`src/rtl/fifo_sync_param.sv`:
```
// Synchronous FIFO with registered full/empty/almost flags, sticky overflow/underflow.
// Define FIFO_SYNC_PARAM_FWFT_EN for first-word-fall-through output; default is registered one-cycle read.
module fifo_sync_param #(
  parameter int WIDTH      = 8,
  parameter int DEPTH_LOG2 = 3,
  parameter int AF_LEVEL   = (2**DEPTH_LOG2) - 1,
  parameter int AE_LEVEL   = 1
) (
  input  logic                  clk,
  input  logic                  rst,
  input  logic                  write_to_stack,
  input  logic                  read_from_stack,
  input  logic [WIDTH-1:0]      Data_in,
  output logic [WIDTH-1:0]      Data_out,
  output logic                  stack_full,
  output logic                  stack_empty,
  output logic                  almost_full,
  output logic                  almost_empty,
  output logic [DEPTH_LOG2:0]   count,
  output logic                  overflow,
  output logic                  underflow
);
  localparam int DEPTH = 2**DEPTH_LOG2;
  localparam int CW    = DEPTH_LOG2 + 1;
  localparam logic [CW-1:0] DEPTH_C = CW'(DEPTH);
  localparam logic [CW-1:0] AF_C    = CW'(AF_LEVEL);
  localparam logic [CW-1:0] AE_C    = CW'(AE_LEVEL);

  logic [DEPTH-1:0][WIDTH-1:0] mem;
  logic [DEPTH_LOG2-1:0]       wr_ptr, rd_ptr;
  logic                        rd_ok, wr_ok;
  logic [CW-1:0]               cnt_nxt;

  // A read frees a slot in the same edge, so a full FIFO still takes a paired write.
  assign rd_ok = read_from_stack & ~stack_empty;
  assign wr_ok = write_to_stack & (~stack_full | rd_ok);

  always_comb begin
    cnt_nxt = count;
    case ({wr_ok, rd_ok})
      2'b10:   cnt_nxt = count + 1'b1;
      2'b01:   cnt_nxt = count - 1'b1;
      default: cnt_nxt = count;
    endcase
  end

  always_ff @(posedge clk) begin
    if (!rst && wr_ok) mem[wr_ptr] <= Data_in;
  end

  always_ff @(posedge clk) begin
    if (rst) begin
      wr_ptr       <= '0;
      rd_ptr       <= '0;
      count        <= '0;
      overflow     <= 1'b0;
      underflow    <= 1'b0;
      stack_full   <= 1'b0;
      stack_empty  <= 1'b1;
      almost_full  <= (AF_LEVEL == 0);
      almost_empty <= 1'b1;
    end else begin
      if (wr_ok) wr_ptr <= wr_ptr + 1'b1;
      if (rd_ok) rd_ptr <= rd_ptr + 1'b1;
      count        <= cnt_nxt;
      stack_full   <= (cnt_nxt == DEPTH_C);
      stack_empty  <= (cnt_nxt == '0);
      almost_full  <= (cnt_nxt >= AF_C);
      almost_empty <= (cnt_nxt <= AE_C);
      if (write_to_stack && !wr_ok) overflow  <= 1'b1;
      if (read_from_stack && !rd_ok) underflow <= 1'b1;
    end
  end

`ifdef FIFO_SYNC_PARAM_FWFT_EN
  // Head word is visible straight from storage; forced to zero while empty.
  assign Data_out = stack_empty ? '0 : mem[rd_ptr];
`else
  always_ff @(posedge clk) begin
    if (rst)        Data_out <= '0;
    else if (rd_ok) Data_out <= mem[rd_ptr];
  end
`endif

endmodule

```
`config.mk`:
```
export PLATFORM = sky130hd
export DESIGN_NAME = fifo_sync_param
export DESIGN_NICKNAME = d
export VERILOG_FILES = /design/src/rtl/fifo_sync_param.sv
export SDC_FILE = /design/constraint.sdc
export NUM_CORES = 1
export LEC_CHECK = 0
export CAP_MARGIN = 20
export CORE_AREA = 4 4 82 84
export DETAILED_ROUTE_END_ITERATION = 6
export DIE_AREA = 0 0 86 88
export HOLD_SLACK_MARGIN = 0.05
export PLACE_DENSITY = 0.81
export RECOVER_POWER = 100
export SLEW_MARGIN = 10
export SYNTH_ARGS = -nofsm -noshare
export SYNTH_HDL_FRONTEND = slang
export SYNTH_SLANG_ARGS = --single-unit
```
`constraint.sdc`:
```
create_clock -name clk -period 6.43 [get_ports clk]
set_input_delay 0.9645 -clock clk [delete_from_list [all_inputs] [get_ports clk]]
set_output_delay 0.9645 -clock clk [all_outputs]
set_load 0.05 [all_outputs]
```
==> results.cfg <==
[grt]
gr-usage-met2_pct = 27.1
grt_pass1_wl_mm = 9.74
grt_pass1_vias = 1897
track_usage_pct = 17.8
grt-busiest-layer = met2
grt_use_met3_pct = 4.70
grt_max_degree = 24
grt_antenna_before_repair = 0
overflow = 0
met1_usage_pct = 24.3

[synth]
synth_fp_nets = 237
yosysSeqAreaShare_pct = 68.1
syn_area_um2 = 3530
synth_cell_type_count = 35
postSynthCellCount = 220
syn_avg_cell_area_um2 = 16.0
yosysWarnings = 0
synth-seq-cells = 88

[worst_setup_path]
reg2reg_from = stack_empty
crit_path_cell_trace = dlygate4sd3_1, and2b_1, o21ai_0, ha_1, xor2_1, ha_1, a21oi_1, xnor2_1, xnor2_1, a31oi_1, a21oi_1
cp_max_fo = 23
cp-start-kind = input port
cp_slowest_stage_delay_ns = 0.76
r2r-end = stack_empty
cp.required_ns = 6.66
path_class = in2reg
reg2reg_depth = 10
slowest_stage = o21ai_0
crit_start = read_from_stack
end_kind = flip-flop
r2r_slack_ns = 3.19
worstSetupEndpoint = stack_empty
cp.arrival_ns = 4.25

[finish]
fillers = 420
layout_commonest_cell = edfxtp_1
drive_above_1_share_pct = 14.0
n_antenna_cell = 0
area_delta_synth_final_pct = 13.5
final_util_pct = 67.6
final_cell_mix = edfxtp_1, dlygate4sd3_1, nor2_1
design_area_um2 = 4000
nNetsFinal = 269

[placed_design]
port_buffers = 29
gp_congestion = 0.742
dpl_cell_area_um2 = 3840
dpl.hpwl_mm = 3.87

[route]
routed_wl_mm = 5.94
routedWlPerCell_um = 17.9
drc_errors = 0
vias = 1904
routed_via_density = 5.73
drt_iter0_markers = 154
dr.pass1.iters = 4
antenna_left = 0

[floorplanning]
num_rows = 28
die_area_um2 = 7570
start_util_pct = 59.6
io_pins = 30
die_h_um = 88
core-area_um2 = 5920
die-width_um = 86

[clock_network]
insertion_delay_ns = 0.35
htreeDepth = 3
clockBufferDepth = 2
cts_sinks = 88
cts_setup_buffers = 0
hold_buffers = 0
cts_resized = 0
cts_buffers = 9
cts_tree = yes
clkSlewWorstSetupHoldPaths_ns = 0.09
cts_root_buffer = clkbuf_8

[timing]
rsz0062_at_grt = no
fin_setup_tns_ns = 0
maxSlewViolCount = 0
hold_ws_ns = 0.479
fin_crit_ns = 4.02
timing.final.crit_share_pct = 62.5
max_freq_mhz = 249
maxSlewHeadroom_pct = 34.7
worst_slew_pin_slew_ns = 0.976
setup_viol = 0
fin_skew_ns = 0.00673
hold_violations = 0

[status]
outcome = completed

[power]
power.total_uw = 1420
leakage_uw = 0.00135
vdd_drop_max_v = 0.000215
powerDensity_nw_per_um2 = 355

[min_path]
holdCritPathClass = reg2reg

[flow_run]
cap_viol_max_count = 0
power by group:
part | internal (µW) | switching, µW | leakage, µW
Clock | 148 | 210 | 0.0000834
Combinational | 145 | 228 | 0.000490
Sequential | 650 | 36.2 | 0.000775
Total | 944 | 475 | 0.00135
area by class of cell:
cell class,count,area [µm²],area share (%)
Clock inverter,7,63.8,1.59
Sequential cell,88,2400,60.0
Inverter,5,18.8,0.469
Tap cell,75,93.8,2.35
Multi-Input combinational cell,116,993,24.8
Clock buffer,9,124,3.10
Timing Repair Buffer,32,305,7.63
state kept, by name, indices dropped and copies added, names as in the netlist:
name          flops
rd_ptr            3
wr_ptr            3
stack_empty       1
mem              64
almost_full       1
almost_empty      1
stack_full        1
Data_out          8
underflow         1
count             4
overflow          1
how the worst min path moves through the flow:
stage,to,start,depth (start not counted)
after floorplan,wr_ptr[0],wr_ptr[0],2
after global placement,underflow,underflow,2
after detailed placement,overflow,overflow,2
after CTS,overflow,overflow,2
after global routing,overflow,overflow,2
final,overflow,overflow,2
synth_stat cells, drive strengths merged:
master,number,area (µm²)
a311oi,1,8.76
or3,2,12.5
mux2i,12,120
and2b,2,15.0
xnor2,5,51.3
o21ai,9,48.8
clkbuf,5,40.0
a22oi,1,7.51
nor2b,4,32.5
inv,5,18.8
mux4,16,360
ha,5,62.6
o32ai,1,16.3
o31ai,1,7.51
nor3,2,10.0
edfxtp,64,1920
dfxtp,24,480
nor2,27,101
nand2,5,18.8
o41ai,1,8.76
buf,6,48.8
or2,1,6.26
a21oi,13,68.8
a31oi,2,12.5
nand2b,2,12.5
xor2,3,26.3
a211oi,1,7.51
per-stage QoR:
step,cells,setup WS [ns]
floorplan,220,3.51
global placement,316,2.58
global route,332,2.03
CTS,332,2.88
finish,332,2.41
detailed placement,316,2.50
kinds of logic after synthesis:
group	count (synthesis)	share of synthesized area, %
AO/OA/AOI/OAI	30	5.29
XOR/XNOR	8	2.20
adder cells (fa/ha/maj)	5	1.77
buffers and inverters	16	3.05
flip-flops	88	68.1
multiplexers	28	13.6
AND/OR/NAND/NOR	45	5.93
worst max-delay path, delay by kind of cell:
family                     cells  cell delay [ns]
AOI/OAI and AO/OA              4             1.18
xor gates and xnor gates       3             0.59
buffers and inverters          1             0.56
adders and majority gates      2             0.54
and+or+nand+nor                1             0.42
routing by layer:
| layer | part of all wire [%] | routed length, µm |
|---|---|---|
| met1 | 43 | 2560 |
| met2 | 47 | 2800 |
| met3 | 7.6 | 452 |
| met4 | 2.2 | 131 |
| met5 | 0 | 0 |
Note: power is estimated with default switching activity, not from simulation.
==> RTL change, RTL diff (config.mk and constraints unchanged) <==
Change the parameter `DEPTH_LOG2` from 3 to 2.
--- a/src/rtl/fifo_sync_param.sv
+++ b/src/rtl/fifo_sync_param.sv
@@ -2,7 +2,7 @@
 // Define FIFO_SYNC_PARAM_FWFT_EN for first-word-fall-through output; default is registered one-cycle read.
 module fifo_sync_param #(
   parameter int WIDTH      = 8,
-  parameter int DEPTH_LOG2 = 3,
+  parameter int DEPTH_LOG2 = 2,
   parameter int AF_LEVEL   = (2**DEPTH_LOG2) - 1,
   parameter int AE_LEVEL   = 1
 ) (
Ports: changed (resized count); port bits go from 30 to 29. The function was not compared with the original's and may differ.
==> RTL change against the unedited design <==
  * Setup slack improved by 0.36 ns
  * Clock skew decreased by 0.0016 ns
  * Final area decreased by 39%
  * Hold slack got worse by 0.024 ns
  * Wire length decreased by 42%
  * Sequential cell count decreased by 35
  * Area after synthesis decreased by 42%
  * Total power decreased by 39%
  * Largest cell class unchanged
  * Largest power group unchanged
  * Highest routed layer unchanged
==> RTL change: results (changes against the unedited design) <==
| Metric | Value |
|---|---|
| Max IR drop VDD | 0.1553 mV (-28%) |
| PostCTS Resize Cnt | 0 (unchanged) |
| Setup Skew | 0.005137 ns (-0.001595 ns) |
| Pin count of the biggest net entering global routing | 21 (-13%) |
| All-Layer GR Usage | 9.978% (-7.8 points) |
| Mapped Nets | 157 (-34%) |
| Metal2 WL | 1512 µm (-46%) |
| Share of cells above drive strength 1 | 8.876% (-5.1 points) |
| NumNets Final | 186 (-31%) |
| Fin. Hold Viols | 0 (unchanged) |
| Met1 wire length | 1674 µm (-34%) |
| DPL Wire Length | 2436 µm (-37%) |
| Hold Crit Class | reg2reg |
| Worst endpoint data arrival time | 3.86 ns (-0.39 ns) |
| Grt met1 use | 13.82% (-11 points) |
| H-Tree Level Count | 2 (-1) |
| Commonest cells post-synth | edfxtp_1 (32), dfxtp_1 (21), nand2_1 (19) |
| Via count | 1113 (-42%) |
| Initial antenna violation count | 0 (unchanged) |
| Max layer used | met4 |
| Skew-Pair Late Insertion Delay | 0.30 ns (-0.05 ns) |
| Status | finished clean |
| Slew at the pin closest to its max-slew limit | 0.6901 ns (-0.2856 ns) |
| Met3 usage | 3.010% (-1.7 points) |
| Placed cell areas | 0.002366 mm² (-38%) |
| Seq/Total Area, Yosys | 67.85% (-0.28 points) |
| Drt first pass iters | 4 (unchanged) |
| CTS buffer count | 5 (-4) |
| Grt met2 use | 14.51% (-13 points) |
| Sw Share | 34.50% (+1.0 points) |
| Buffers on Ports | 28 (-3.4%) |
| Area leader, netlist | edfxtp_1 |
| Top Registers | mem x32, Data_out x8, count x3 |
| Crit path max fanout | 11 (-52%) |
| Final WL | 3445 µm (-42%) |
| Yosys cell types | 25 (-29%) |
| WL/cell | 14.12 µm (-21%) |
| Post-synth EDFFs | 32 (-50%) |
| Synth Area per Inst | 14.65 µm² (-8.6%) |
| Ant. Diodes | 0 (unchanged) |
| Grt ovf | 0 (unchanged) |
| CTS root buf | clkbuf_8 |
| First-pass GRT wire length | 5678 µm (-42%) |
| Synth area leaders | edfxtp_1 (47%), dfxtp_1 (21%), mux4_2 (8.9%) |
| YS warnings | 0 (unchanged) |
| DRT iter0 DRCs | 35 (-77%) |
| Pleak | 0.8651 nW (-36%) |
| Met3 WL | 195 µm (-57%) |
| Gpl congestion | 0.7711 (+3.9%) |
| Dpl ws | 2.957 ns (+0.4597 ns) |
[RTL change: changes by cell type after synthesis, moves of 8 or more]
| cell | change |
|---|---|
| mux2i_1 | -11 |
| o21ai_0 | -8 |
| nor2_1 | -15 |
| edfxtp_1 | -32 |
| mux4_2 | -8 |
| nand2_1 | +14 |
[RTL change: worst paths after layout]
check | start | to | slack, ns | cells past startpoint
worst max register to register | stack_empty | almost_full | 3.59 | 9
worst min register to register | Data_out[1] | Data_out[1] | 0.46 | 2
worst max-delay path | read_from_stack | almost_full | 2.77 | 10
worst min-delay path | Data_out[1] | Data_out[1] | 0.46 | 2
[RTL change: kinds of logic (layout without fill, tap and decap cells)]
kind of cell / after synthesis / count (layout) / share of synthesized area [%]
simple gates: 42 / 42 / 9.404
mux: 10 / 10 / 10.08
buf+inv: 10 / 40 / 2.888
flops: 53 / 53 / 67.85
fa+ha+maj: 6 / 6 / 4.057
compound gates: 13 / 13 / 3.565
xor+xnor: 5 / 5 / 2.152
[RTL change: area by class of cell]
class	count	area, µm²
Fill cell	562	3487
Tap cell	75	93.84
Inverter	4	15.01
Timing Repair Buffer	28	280.3
Sequential cell	53	1381
Multi-Input combinational cell	76	580.6
Clock buffer	6	72.57
Clock inverter	2	10.01
[RTL change: power by group through the flow]
stage	registers, W	clock network [W]	logic (W)
final	0.000432	0.000177	0.000263
after global routing	0.000439	0.000195	0.000284
after detailed placement	0.000443	0	0.000279
after global placement	0.000441	0	0.000275
after CTS	0.000435	0.000182	0.000281
after floorplan	0.000517	0	0.000125
[RTL change: critical path, stage by stage]
cell and delay, ns:
dlygate4sd3_1 0.56, nand2b_1 0.23, a21boi_0 0.47, inv_1 0.15
ha_1 0.24, fa_1 0.39, xnor2_1 0.14, nor2_1 0.10
mux2_1 0.38, or2_1 0.23
